==> src/rtl/cmd_dispatcher.sv <==
// Command dispatcher: pops PC commands, strobes one of N_TGT register banks,
// waits on read-valid / busy handshakes and pushes read data or error words back.
module cmd_dispatcher #(
  parameter int         N_TGT        = 4,
  parameter logic [7:0] START_OFFS   = 8'h80,
  parameter int         RD_TIMEOUT   = 16,
  parameter int         BUSY_TIMEOUT = 1_000_000
) (
  input  logic                CLK,
  input  logic                RESET_N,
  input  logic [35:0]         CMD_FIFO_Q,
  input  logic                CMD_FIFO_EMPTY,
  output logic                CMD_FIFO_RDREQ,
  output logic [35:0]         RSP_FIFO_D,
  output logic                RSP_FIFO_WRREQ,
  input  logic                RSP_FIFO_FULL,
  output logic [7:0]          REG_ADDR,
  output logic [15:0]         REG_WDATA,
  output logic [N_TGT-1:0]    REG_WREN,
  output logic [N_TGT-1:0]    REG_RDEN,
  input  logic [16*N_TGT-1:0] REG_RDATA,
  input  logic [N_TGT-1:0]    REG_RDVALID,
  input  logic [N_TGT-1:0]    BUSY,
  output logic [15:0]         CMD_CNT,
  output logic [7:0]          ERR_CNT
);

  localparam int CNT_W = $clog2(BUSY_TIMEOUT + 1);
  // The counter holds cycles already spent waiting, so the last allowed cycle is TIMEOUT-1.
  localparam logic [CNT_W-1:0] RD_LAST   = CNT_W'(RD_TIMEOUT - 1);
  localparam logic [CNT_W-1:0] BUSY_LAST = CNT_W'(BUSY_TIMEOUT - 1);

  localparam logic [15:0] ERR_BAD_TGT = 16'h0001;
  localparam logic [15:0] ERR_RD_TO   = 16'h0002;
  localparam logic [15:0] ERR_BUSY_TO = 16'h0003;

  typedef enum logic [2:0] {
    IDLE     = 3'd0,
    WAITCMD  = 3'd1,
    DECODE   = 3'd2,
    EXEC     = 3'd3,
    RD_WAIT  = 3'd4,
    OP_START = 3'd5,
    OP_WAIT  = 3'd6,
    RSP      = 3'd7
  } state_e;

  state_e             state_q, state_d;
  logic               op_q, op_d;
  logic [11:0]        addr_q, addr_d;
  logic [15:0]        wdata_q, wdata_d;
  logic [35:0]        rsp_q, rsp_d;
  logic [CNT_W-1:0]   cnt_q, cnt_d;
  logic [15:0]        cmd_cnt_q, cmd_cnt_d;
  logic [7:0]         err_cnt_q, err_cnt_d;

  logic [3:0]         tgt;
  logic               tgt_ok;
  logic [N_TGT-1:0]   sel;
  logic               rdvalid_sel;
  logic               busy_sel;
  logic [15:0]        rdata_sel;
  logic               unused_cmd_bits;

  function automatic logic [35:0] err_word(input logic op, input logic [11:0] addr,
                                           input logic [15:0] code);
    return {4'hE, op, 3'b000, addr, code};
  endfunction

  function automatic logic [35:0] rd_word(input logic [11:0] addr, input logic [15:0] data);
    return {4'h1, 1'b1, 3'b000, addr, data};
  endfunction

  assign unused_cmd_bits = ^{CMD_FIFO_Q[35:32], CMD_FIFO_Q[30:28]};

  assign tgt         = addr_q[11:8];
  assign tgt_ok      = ({28'd0, tgt} < 32'(N_TGT));
  assign sel         = tgt_ok ? (N_TGT'(1) << tgt) : '0;
  assign rdvalid_sel = |(REG_RDVALID & sel);
  assign busy_sel    = |(BUSY & sel);

  always_comb begin
    rdata_sel = '0;
    for (int t = 0; t < N_TGT; t++) begin
      if (sel[t]) rdata_sel = REG_RDATA[16*t +: 16];
    end
  end

  always_ff @(posedge CLK or negedge RESET_N) begin
    if (!RESET_N) begin
      state_q   <= IDLE;
      op_q      <= 1'b0;
      addr_q    <= '0;
      wdata_q   <= '0;
      rsp_q     <= '0;
      cnt_q     <= '0;
      cmd_cnt_q <= '0;
      err_cnt_q <= '0;
    end else begin
      state_q   <= state_d;
      op_q      <= op_d;
      addr_q    <= addr_d;
      wdata_q   <= wdata_d;
      rsp_q     <= rsp_d;
      cnt_q     <= cnt_d;
      cmd_cnt_q <= cmd_cnt_d;
      err_cnt_q <= err_cnt_d;
    end
  end

  always_comb begin
    state_d   = state_q;
    op_d      = op_q;
    addr_d    = addr_q;
    wdata_d   = wdata_q;
    rsp_d     = rsp_q;
    cnt_d     = cnt_q;
    cmd_cnt_d = cmd_cnt_q;
    err_cnt_d = err_cnt_q;
    case (state_q)
      IDLE:    state_d = WAITCMD;
      WAITCMD: if (!CMD_FIFO_EMPTY) state_d = DECODE;
      DECODE: begin
        op_d      = CMD_FIFO_Q[31];
        addr_d    = CMD_FIFO_Q[27:16];
        wdata_d   = CMD_FIFO_Q[15:0];
        cmd_cnt_d = cmd_cnt_q + 16'd1;
        state_d   = EXEC;
      end
      EXEC: begin
        cnt_d = '0;
        if (!tgt_ok) begin
          rsp_d   = err_word(op_q, addr_q, ERR_BAD_TGT);
          state_d = RSP;
        end else if (op_q) begin
          state_d = RD_WAIT;
        end else if (addr_q[7:0] == START_OFFS) begin
          state_d = OP_START;
        end else begin
          state_d = WAITCMD;
        end
      end
      RD_WAIT: begin
        cnt_d = cnt_q + CNT_W'(1);
        if (rdvalid_sel) begin
          rsp_d   = rd_word(addr_q, rdata_sel);
          state_d = RSP;
        end else if (cnt_q == RD_LAST) begin
          rsp_d   = err_word(op_q, addr_q, ERR_RD_TO);
          state_d = RSP;
        end
      end
      OP_START: begin
        cnt_d   = '0;
        state_d = OP_WAIT;
      end
      OP_WAIT: begin
        cnt_d = cnt_q + CNT_W'(1);
        if (!busy_sel) begin
          state_d = WAITCMD;
        end else if (cnt_q == BUSY_LAST) begin
          rsp_d   = err_word(op_q, addr_q, ERR_BUSY_TO);
          state_d = RSP;
        end
      end
      RSP: begin
        if (!RSP_FIFO_FULL) begin
          if (rsp_q[35:32] == 4'hE && err_cnt_q != 8'hFF) err_cnt_d = err_cnt_q + 8'd1;
          state_d = WAITCMD;
        end
      end
      default: state_d = IDLE;
    endcase
  end

  always_comb begin
    CMD_FIFO_RDREQ = 1'b0;
    REG_WREN       = '0;
    REG_RDEN       = '0;
    RSP_FIFO_WRREQ = 1'b0;
    case (state_q)
      DECODE: CMD_FIFO_RDREQ = 1'b1;
      EXEC: begin
        if (op_q) REG_RDEN = sel;
        else      REG_WREN = sel;
      end
      RSP:     RSP_FIFO_WRREQ = !RSP_FIFO_FULL;
      default: ;
    endcase
  end

  assign RSP_FIFO_D = rsp_q;
  assign REG_ADDR   = addr_q[7:0];
  assign REG_WDATA  = wdata_q;
  assign CMD_CNT    = cmd_cnt_q;
  assign ERR_CNT    = err_cnt_q;

endmodule

==> config.mk <==
export PLATFORM = sky130hd
export DESIGN_NAME = cmd_dispatcher
export DESIGN_NICKNAME = d
export VERILOG_FILES = /design/src/rtl/cmd_dispatcher.sv
export SDC_FILE = /design/constraint.sdc
export NUM_CORES = 1
export LEC_CHECK = 0
export CELL_PAD_IN_SITES_DETAIL_PLACEMENT = 1
export CELL_PAD_IN_SITES_GLOBAL_PLACEMENT = 2
export CORE_UTILIZATION = 30
export DETAILED_ROUTE_END_ITERATION = 10
export PLACE_DENSITY = 0.88
export SYNTH_ARGS = -nofsm -noshare
export SYNTH_HDL_FRONTEND = slang
export SYNTH_SLANG_ARGS = --single-unit
==> constraint.sdc <==
create_clock -name CLK -period 5.5 [get_ports CLK]
set_input_delay 0.825 -clock CLK [delete_from_list [all_inputs] [get_ports CLK]]
set_output_delay 0.825 -clock CLK [all_outputs]
set_load 0.02 [all_outputs]
==> impl_metrics.py <==
metrics = {
    "outcome": {
        "status": "finished clean",
    },
    "timing": {
        "whs_ps": 477.6,
        "rsz0062_at_grt": "no",
        "fmax_mhz": 286.2,
        "slew_violations": 0,
        "maxSlewHeadroom_pct": 39.79,
        "period_share_pct": 63.52,
        "setup_violations": 0,
        "skew_ps": 9.668,
        "tns_ps": 0,
        "worst_slew_pin_slew_ps": 903.1,
        "finalHoldViolations": 0,
        "min_period_ps": 3494,
    },
    "critical_path": {
        "arrival_ps": 2670,
        "crit_end": "REG_RDEN[2]",
        "worstPathRequired_ps": 4680,
        "cp-end-kind": "output port",
        "reg2reg_slack_ps": 2470,
        "crit_slowest_cell": "dfrtp_1",
        "path_cells": "nand3b_1 -> inv_1 -> nand2_1 -> nor3_1 -> clkdlybuf4s50_1",
        "r2r-start": "addr_q[11]",
        "r2r_end": "RSP_FIFO_D[20]",
        "cp_num_cells": 5,
        "cp-start-kind": "flop",
        "path_buf_inv": 2,
        "max_stage_delay_ps": 680,
        "crit_start": "state_q[0]",
        "crit_type": "reg2out",
        "r2r_cells": 5,
        "cp_max_fo": 16,
        "critical-path-top-delay-family": "simple AND/OR/NAND/NOR gates",
    },
    "logic_synthesis": {
        "ys_seq_area_share_pct": 49.83,
        "synth_seq_cells": 107,
        "synth_cell_types": 52,
        "synth_warnings": 0,
        "synth_edf_count": 0,
        "synthFlopType": "dfrtp_1",
        "avgSynthCellArea_sq_um": 11.92,
        "syn_area_sq_mm": 0.005374,
        "synth_compound_area_share_pct": 7.497,
        "synth_top_family_by_area": "multiplexers",
        "synthXorXnorAreaFrac_pct": 5.867,
        "synth_fa_ha_area_share_pct": 0.6985,
        "synthCells": 451,
        "synth.area.mux_share_pct": 17.51,
        "synth_simple_gate_area_share_pct": 14.02,
        "async_flop_share_pct": 100.0,
    },
    "global_routing": {
        "grt_pass1_vias": 4703,
        "antenna_found_initial": 0,
        "grt_pass1_wl_um": 25030,
        "grt_overflow": 0,
        "grt_max_degree": 74,
        "grt_usage_pct": 17.74,
    },
    "final_layout": {
        "diodes": 0,
        "fin_area_sq_mm": 0.007776,
        "drive_above_1_share_pct": 14.24,
        "areaGrowthSynthToFinish_pct": 44.70,
        "final_nets": 743,
        "mostFrequentLayoutCell": "clkdlybuf4s50_1",
        "mostFrequentLayoutCells": "clkdlybuf4s50_1 (194), dfrtp_1 (107), nand2_1 (32), mux2_2 (32), nor2_1 (27)",
    },
    "placement": {
        "place.gp.congestion": 0.7786,
        "port-buffer-count": 195,
        "post-dp-hpwl_um": 11770,
        "place_area_sq_mm": 0.007460,
    },
    "route": {
        "drt_pass1_iterations": 4,
        "first_iter_violations": 120,
        "via_count": 4306,
        "postRouteAntennaNets": 0,
        "wl_um": 15430,
        "viasPerCell": 5.025,
        "post-route-drc-count": 0,
        "wl_per_cell_um": 18.01,
    },
    "die": {
        "die_y_um": 135.8,
        "start_util_pct": 30.85,
        "io_pins": 206,
        "die_area_sq_mm": 0.01845,
        "rows": 48,
        "die_w_um": 135.8,
        "core_area_sq_mm": 0.01742,
    },
    "power": {
        "p_leak_nw": 3.177,
        "power_density_mw_per_mm2": 484.3,
        "peakVddDrop_mv": 0.2622,
    },
    "clock_tree": {
        "htreeDepth": 3,
        "clock_sinks": 107,
        "cts_setup_buffers": 0,
        "cts-resized-gates": 0,
        "clock_latency_ps": 350,
        "root_buffer": "clkbuf_16",
        "cts_buffers": 9,
        "clk_pin_slew_worst_paths_ps": 70,
        "clk_path_buf_depth": 2,
        "tritoncts": "done",
        "hold_buffers": 0,
    },
    "hold_path": {
        "hold_class": "reg2reg",
    },
    "flow_run": {
        "cap_viol_max_count": 0,
    },
}
-- per-layer routing --
layer / track usage (%) / up-vias / share of wire (%)
met4: 7.303 / 0 / 2.4
li1: - / 1967 / -
met1: 20.74 / 2173 / 40
met2: 30.92 / 143 / 51
met5: 0 / - / 0
met3: 4.325 / 23 / 6.1
-- flip-flops by register name, summed over array words and instances, names as in the netlist --
name and count:
state_q 3, op_q 1, ERR_CNT 8, REG_WDATA 16, RSP_FIFO_D 31, addr_q 12
CMD_CNT 16, cnt_q 20
-- cells in the mapped netlist, types with 10 or more instances --
library cell	number	area share [%]
inv_1	10	0.70
or3_1	19	2.2
xor2_1	16	2.6
nand3_1	14	1.3
xnor2_1	20	3.3
a22o_1	15	2.4
mux4_2	18	7.5
mux2_4	11	3.1
nand2_1	32	2.2
mux2_2	32	6.7
buf_4	13	1.8
nand4_1	12	1.4
clkbuf_1	18	1.3
dfrtp_1	107	50
nor2_1	28	2.0
-- how the worst min path moves through the flow --
stage                startpoint        endpoint  slack [ps]  cells past startpoint
global placement    CMD_CNT[15]     CMD_CNT[15]         460                      1
CTS                 CMD_CNT[15]     CMD_CNT[15]         480                      1
detailed placement  CMD_CNT[15]     CMD_CNT[15]         470                      1
finish              CMD_CNT[15]     CMD_CNT[15]         480                      1
global route        CMD_CNT[15]     CMD_CNT[15]         490                      1
floorplan             addr_q[7]  RSP_FIFO_D[23]         520                      1
-- through the flow --
| stage | utilization (%) | worst slack [ps] | cells | power (mW) |
|---|---|---|---|---|
| after floorplan | - | 2983 | 453 | 2.394 |
| after global placement | 42.83 | 2248 | 842 | 3.033 |
| after detailed placement | 42.83 | 2110 | 842 | 3.108 |
| after CTS | 44.65 | 1995 | 857 | 3.822 |
| after global routing | 44.65 | 1834 | 857 | 3.981 |
| final | 44.65 | 2006 | 857 | 3.766 |
-- report_power, final --
group          internal [mW]  switching (mW)
Combinational          0.935           0.850
Sequential              1.02           0.263
Clock                  0.408           0.291
-- kinds of logic (layout without fill, tap and decap cells) --
logic type | Yosys count | count (layout)
muxes | 62 | 62
and+or+nand+nor | 144 | 144
other | 1 | 3
xor gates and xnor gates | 36 | 36
DFF | 107 | 107
AOI/OAI and AO/OA | 51 | 51
adders and majority gates | 3 | 3
buffers and inverters | 47 | 226
-- layout make-up --
class / instances / area (sq um)
Fill cell: 1864 / 9641
Sequential cell: 107 / 2678
Multi-Input combinational cell: 299 / 2469
Timing Repair Buffer: 201 / 1994
Tap cell: 225 / 281.5
Clock buffer: 10 / 239.0
Clock inverter: 5 / 77.57
Inverter: 10 / 37.54
Note: power is estimated with default switching activity, not from simulation.
==> RTL edit 1 (same settings) <==
Change the parameter `N_TGT` from 4 to 8.
--- a/src/rtl/cmd_dispatcher.sv
+++ b/src/rtl/cmd_dispatcher.sv
@@ -3,3 +3,3 @@
 module cmd_dispatcher #(
-  parameter int         N_TGT        = 4,
+  parameter int         N_TGT        = 8,
   parameter logic [7:0] START_OFFS   = 8'h80,
Ports: changed (5 resized); port bits go from 206 to 286. The function was not compared with the original's and may differ.
==> RTL edit 1 against the unedited design <==
Sequential cell count did not move. Worst setup slack got worse by 0.49 ns. Maximum frequency down 12%. Cell area up 18%. First-iteration DRC count increased by 140%. Worst hold slack got worse by 0.0091 ns. Routed wire length increased by 43%. Power up 16%. Area after synthesis rose by 12%.
==> RTL edit 1: results (changes against the unedited design) <==
Run status
  • Outcome: complete, no violations

Synthesis
  • Post-Synth XOR/XNOR Area: 3.342% (-2.5 points)
  • Cell variety after synth: 57 (+9.6%)
  • Synth Area in Compound Gates: 12.75% (+5.2 points)
  • Synth Instances: 584 (+29%)
  • Share of the synthesized area in the top cell type: 44.43% (-5.4 points)
  • Post-synthesis adder-cell area fraction: 0.6228% (-0.076 points)
  • Synth top area cells: dfrtp_1 44%, mux2_2 8.6%, mux4_2 6.0%, nand2_1 4.2%, o21ai_1 2.3%
  • Sequential area share after synthesis: 44.43% (-5.4 points)
  • Most frequent cells after synthesis: 107 x dfrtp_1, 68 x nand2_1, 46 x mux2_2

Pwr
  • Switch share: 41.46% (+4.2 points)
  • Total power: 4.385 mW (+16%)
  • Clk pwr share: 15.6% (-2.9 points)
  • Max VDD drop: 223.8 uV (-15%)
  • Sequential Power Share: 32.1% (-2.0 points)
  • Pleak: 3.657 nW (+15%)

Drt
  • Starting DRT DRC Count: 288 (+140%)
  • WL/cell: 20.23 um (+12%)
  • WL met3: 1.511 mm (+61%)
  • Routed vias: 5595 (+30%)
  • Met2 WL: 12.08 mm (+52%)
  • Top sig layer: met5
  • WL met1: 8.256 mm (+33%)

Layout
  • Fin nets: 1010 (+36%)
  • Multi-input logic portion of the cell area: 33.22% (+1.5 points)
  • Share of cells above drive strength 1: 10.88% (-3.4 points)
  • Non-clk bufs: 281 (+40%)
  • Final Cell Area: 9200 sq um (+18%)
  • Multi-In Gates: 417 (+39%)
  • Inverters: 7 (-3)
  • # fillers: 2187 (+17%)
  • FFs & Latches: 107 (unchanged)

Place
  • Gpl congestion: 0.8105 (+4.1%)
  • Buffers added on ports: 275 (+41%)
  • Detailed Place HPWL: 17.19 mm (+46%)
  • DP Area: 8890 sq um (+19%)
  • Post-Place Cells: 1077 (+28%)

STA
  • Actual slew at the worst max-slew pin: 1.087 ns (+0.1838 ns)
  • Clk_skew: 0.008978 ns (-0.0006900 ns)

Global routing
  • Global routing usage on met1: 24.30% (+3.6 points)
  • Initial antenna violation count: 1 (+1)
  • Met3 Use GR: 5.998% (+1.7 points)
  • Global-route wire length before repair: 33.73 mm (+35%)

Worst setup path
  • Worst Path Max Fanout: 48 (+32)
  • Arrival time worst endpoint: 3.15 ns (+0.48 ns)
RTL edit 1: cell types whose count changed after synthesis, sizes merged, moves of 5 or more:
cell and change:
mux2 +14, o22ai +13, and3 +5, or3 -19
and4 +7, o221ai +15, buf +19, a22o -13
o21ai +42, nor2 +5, nand2 +36, xnor2 -5
mux2i +12, xor2 -8
RTL edit 1: worst max-delay path: stages, from the launching register on:
cell and delay (ns):
dfrtp_2 1.01, nand3_1 0.66, nor4_1 0.39, clkdlybuf4s50_1 0.72
RTL edit 1: path summary, 6_finish.rpt:
kind	start	endpoint	slack (ns)	cells past startpoint
max in group asynchronous	RESET_N	cnt_q[14]	3.86	2
max	addr_q[9]	REG_WREN[7]	1.52	3
min reg2reg	CMD_CNT[15]	CMD_CNT[15]	0.47	1
max reg2reg	addr_q[8]	RSP_FIFO_D[21]	2.13	6
min in group asynchronous	RESET_N	CMD_CNT[15]	0.57	1
min	CMD_CNT[15]	CMD_CNT[15]	0.47	1
==> RTL edit 2 (same flow settings) <==
Without the edit above. Re-encode `state_e` (8 states) as Gray code, 3 bits wide.
--- a/src/rtl/cmd_dispatcher.sv
+++ b/src/rtl/cmd_dispatcher.sv
@@ -37,10 +37,10 @@
   typedef enum logic [2:0] {
-    IDLE     = 3'd0,
-    WAITCMD  = 3'd1,
-    DECODE   = 3'd2,
-    EXEC     = 3'd3,
-    RD_WAIT  = 3'd4,
-    OP_START = 3'd5,
-    OP_WAIT  = 3'd6,
-    RSP      = 3'd7
+    IDLE     = 3'b000,
+    WAITCMD  = 3'b001,
+    DECODE   = 3'b011,
+    EXEC     = 3'b010,
+    RD_WAIT  = 3'b110,
+    OP_START = 3'b111,
+    OP_WAIT  = 3'b101,
+    RSP      = 3'b100
   } state_e;
Formal check against the unedited RTL: no difference found for any inputs over 10 cycles, from zero or initial values and one cycle with RESET_N low; not proved beyond that.
==> RTL edit 2 against the unedited design <==
Count of clock-buffer cells in the layout shrank 1. Sequential power grew 3%. Cell area rose by 0.18%. Power grew 6.4%. Area after synthesis rose by 0.49%. Sequential cell count did not move. Routed wire length rose by 7.9%. Via count up 8.7%. Maximum frequency shrank 4.4%. Final cell count increased by 11%. Clock skew rose by 0.0019 ns. Worst setup slack got worse by 0.16 ns. Non-clock buffer count shrank 1.
==> RTL edit 2: results (changes against the unedited design) <==
Run status
  • Outcome: complete, no violations

Global routing
  • Global-route wire length before repair: 27.38 mm (+9.4%)
  • Pin count of the biggest net entering global routing: 69 (-6.8%)
  • GR Util All Layers: 19.12% (+1.4 points)
  • Initial antenna violation count: 1 (+1)
  • Number of global-route vias before repair: 5169 (+9.9%)

STA
  • Clk_skew: 0.01158 ns (+0.001914 ns)
  • Actual slew at the worst max-slew pin: 1.162 ns (+0.2585 ns)

Pwr
  • Clk pwr share: 19.2% (+0.7 points)
  • Sequential Power Share: 32.9% (-1.2 points)
  • Pleak: 3.362 nW (+5.8%)

Worst setup path
  • Worst Path Max Fanout: 36 (+20)
  • Reg2reg end: RSP_FIFO_D[0]
  • Worst-case reg-to-reg path depth: 6 (+1)

Layout
  • Non-Filler Instances: 955 (+11%)
  • Fin nets: 839 (+13%)

Drt
  • Starting DRT DRC Count: 187 (+56%)

Synthesis
  • Cell variety after synth: 54 (+3.8%)
  • Synth top area cells: dfrtp_1 50%, nand2_1 8.1%, nor2_1 3.5%, xnor2_1 3.4%, mux2_2 3.3%
  • Synth Area in Compound Gates: 7.901% (+0.40 points)
  • Synth Instances: 552 (+22%)
  • Mux share of post-synthesis cell area: 8.642% (-8.9 points)
  • Largest family of logic cells by synthesized area: simple AND/OR/NAND/NOR gates

Place
  • Gpl congestion: 0.8328 (+7.0%)
  • Post-Place Cells: 938 (+11%)
  • Detailed Place HPWL: 12.46 mm (+5.8%)

Hold path
  • Hold Crit Start: REG_WDATA[1]
  • Min-Delay Path Depth: 2 (+1)
==> RTL edit 2: changes by cell type after synthesis, moves of 15 or more <==
| cell | delta |
|---|---|
| nand2_1 | +84 |
| nor2_1 | +23 |
| or3_1 | -19 |
| mux2_2 | -16 |
| a22o_1 | -15 |
| mux4_2 | -15 |
==> RTL edit 2: worst max-delay path, stage by stage, from the launching register on <==
cell and delay [ns]:
dfrtp_1 0.66, nand3b_1 0.29, buf_4 0.27, inv_2 0.51, clkdlybuf4s50_1 0.72
==> RTL edit 2: per-stage QoR <==
step	hold slack (ns)	area, sq um
finish	0.4803	7790
global route	0.5156	7790
CTS	0.4922	7787
detailed placement	0.4742	7428
global placement	0.4579	7428
floorplan	0.4798	5408
==> RTL edit 2: how the worst max path moves through the flow <==
stage	to	startpoint	slack, ns
final	CMD_FIFO_RDREQ	state_q[2]	1.84
after floorplan	REG_RDEN[3]	addr_q[10]	2.94
after detailed placement	RSP_FIFO_D[0]	BUSY[0]	1.97
after global placement	RSP_FIFO_D[0]	BUSY[0]	2.01
after CTS	CMD_FIFO_RDREQ	state_q[2]	1.80
after global routing	CMD_FIFO_RDREQ	state_q[2]	1.68
==> RTL edit 2: layer usage <==
layer	vias up	part of all wire [%]	global-route usage [%]
met1	2338	41	22.18
met2	110	52	33.56
met3	19	5.1	5.742
met5	-	0	0
met4	0	2.2	5.864
li1	2212	-	-
==> RTL edit 2: area by class of cell <==
| class | count | area, sq um |
|---|---|---|
| fillers | 1973 | 9627 |
| flip-flops and latches | 107 | 2678 |
| multi-input cells | 384 | 2400 |
| repair buffers | 200 | 1987 |
| well taps | 225 | 281.5 |
| clock buffers | 9 | 225.2 |
| clock inverters | 7 | 133.9 |
| inverters | 22 | 82.58 |
| diodes | 1 | 2.502 |
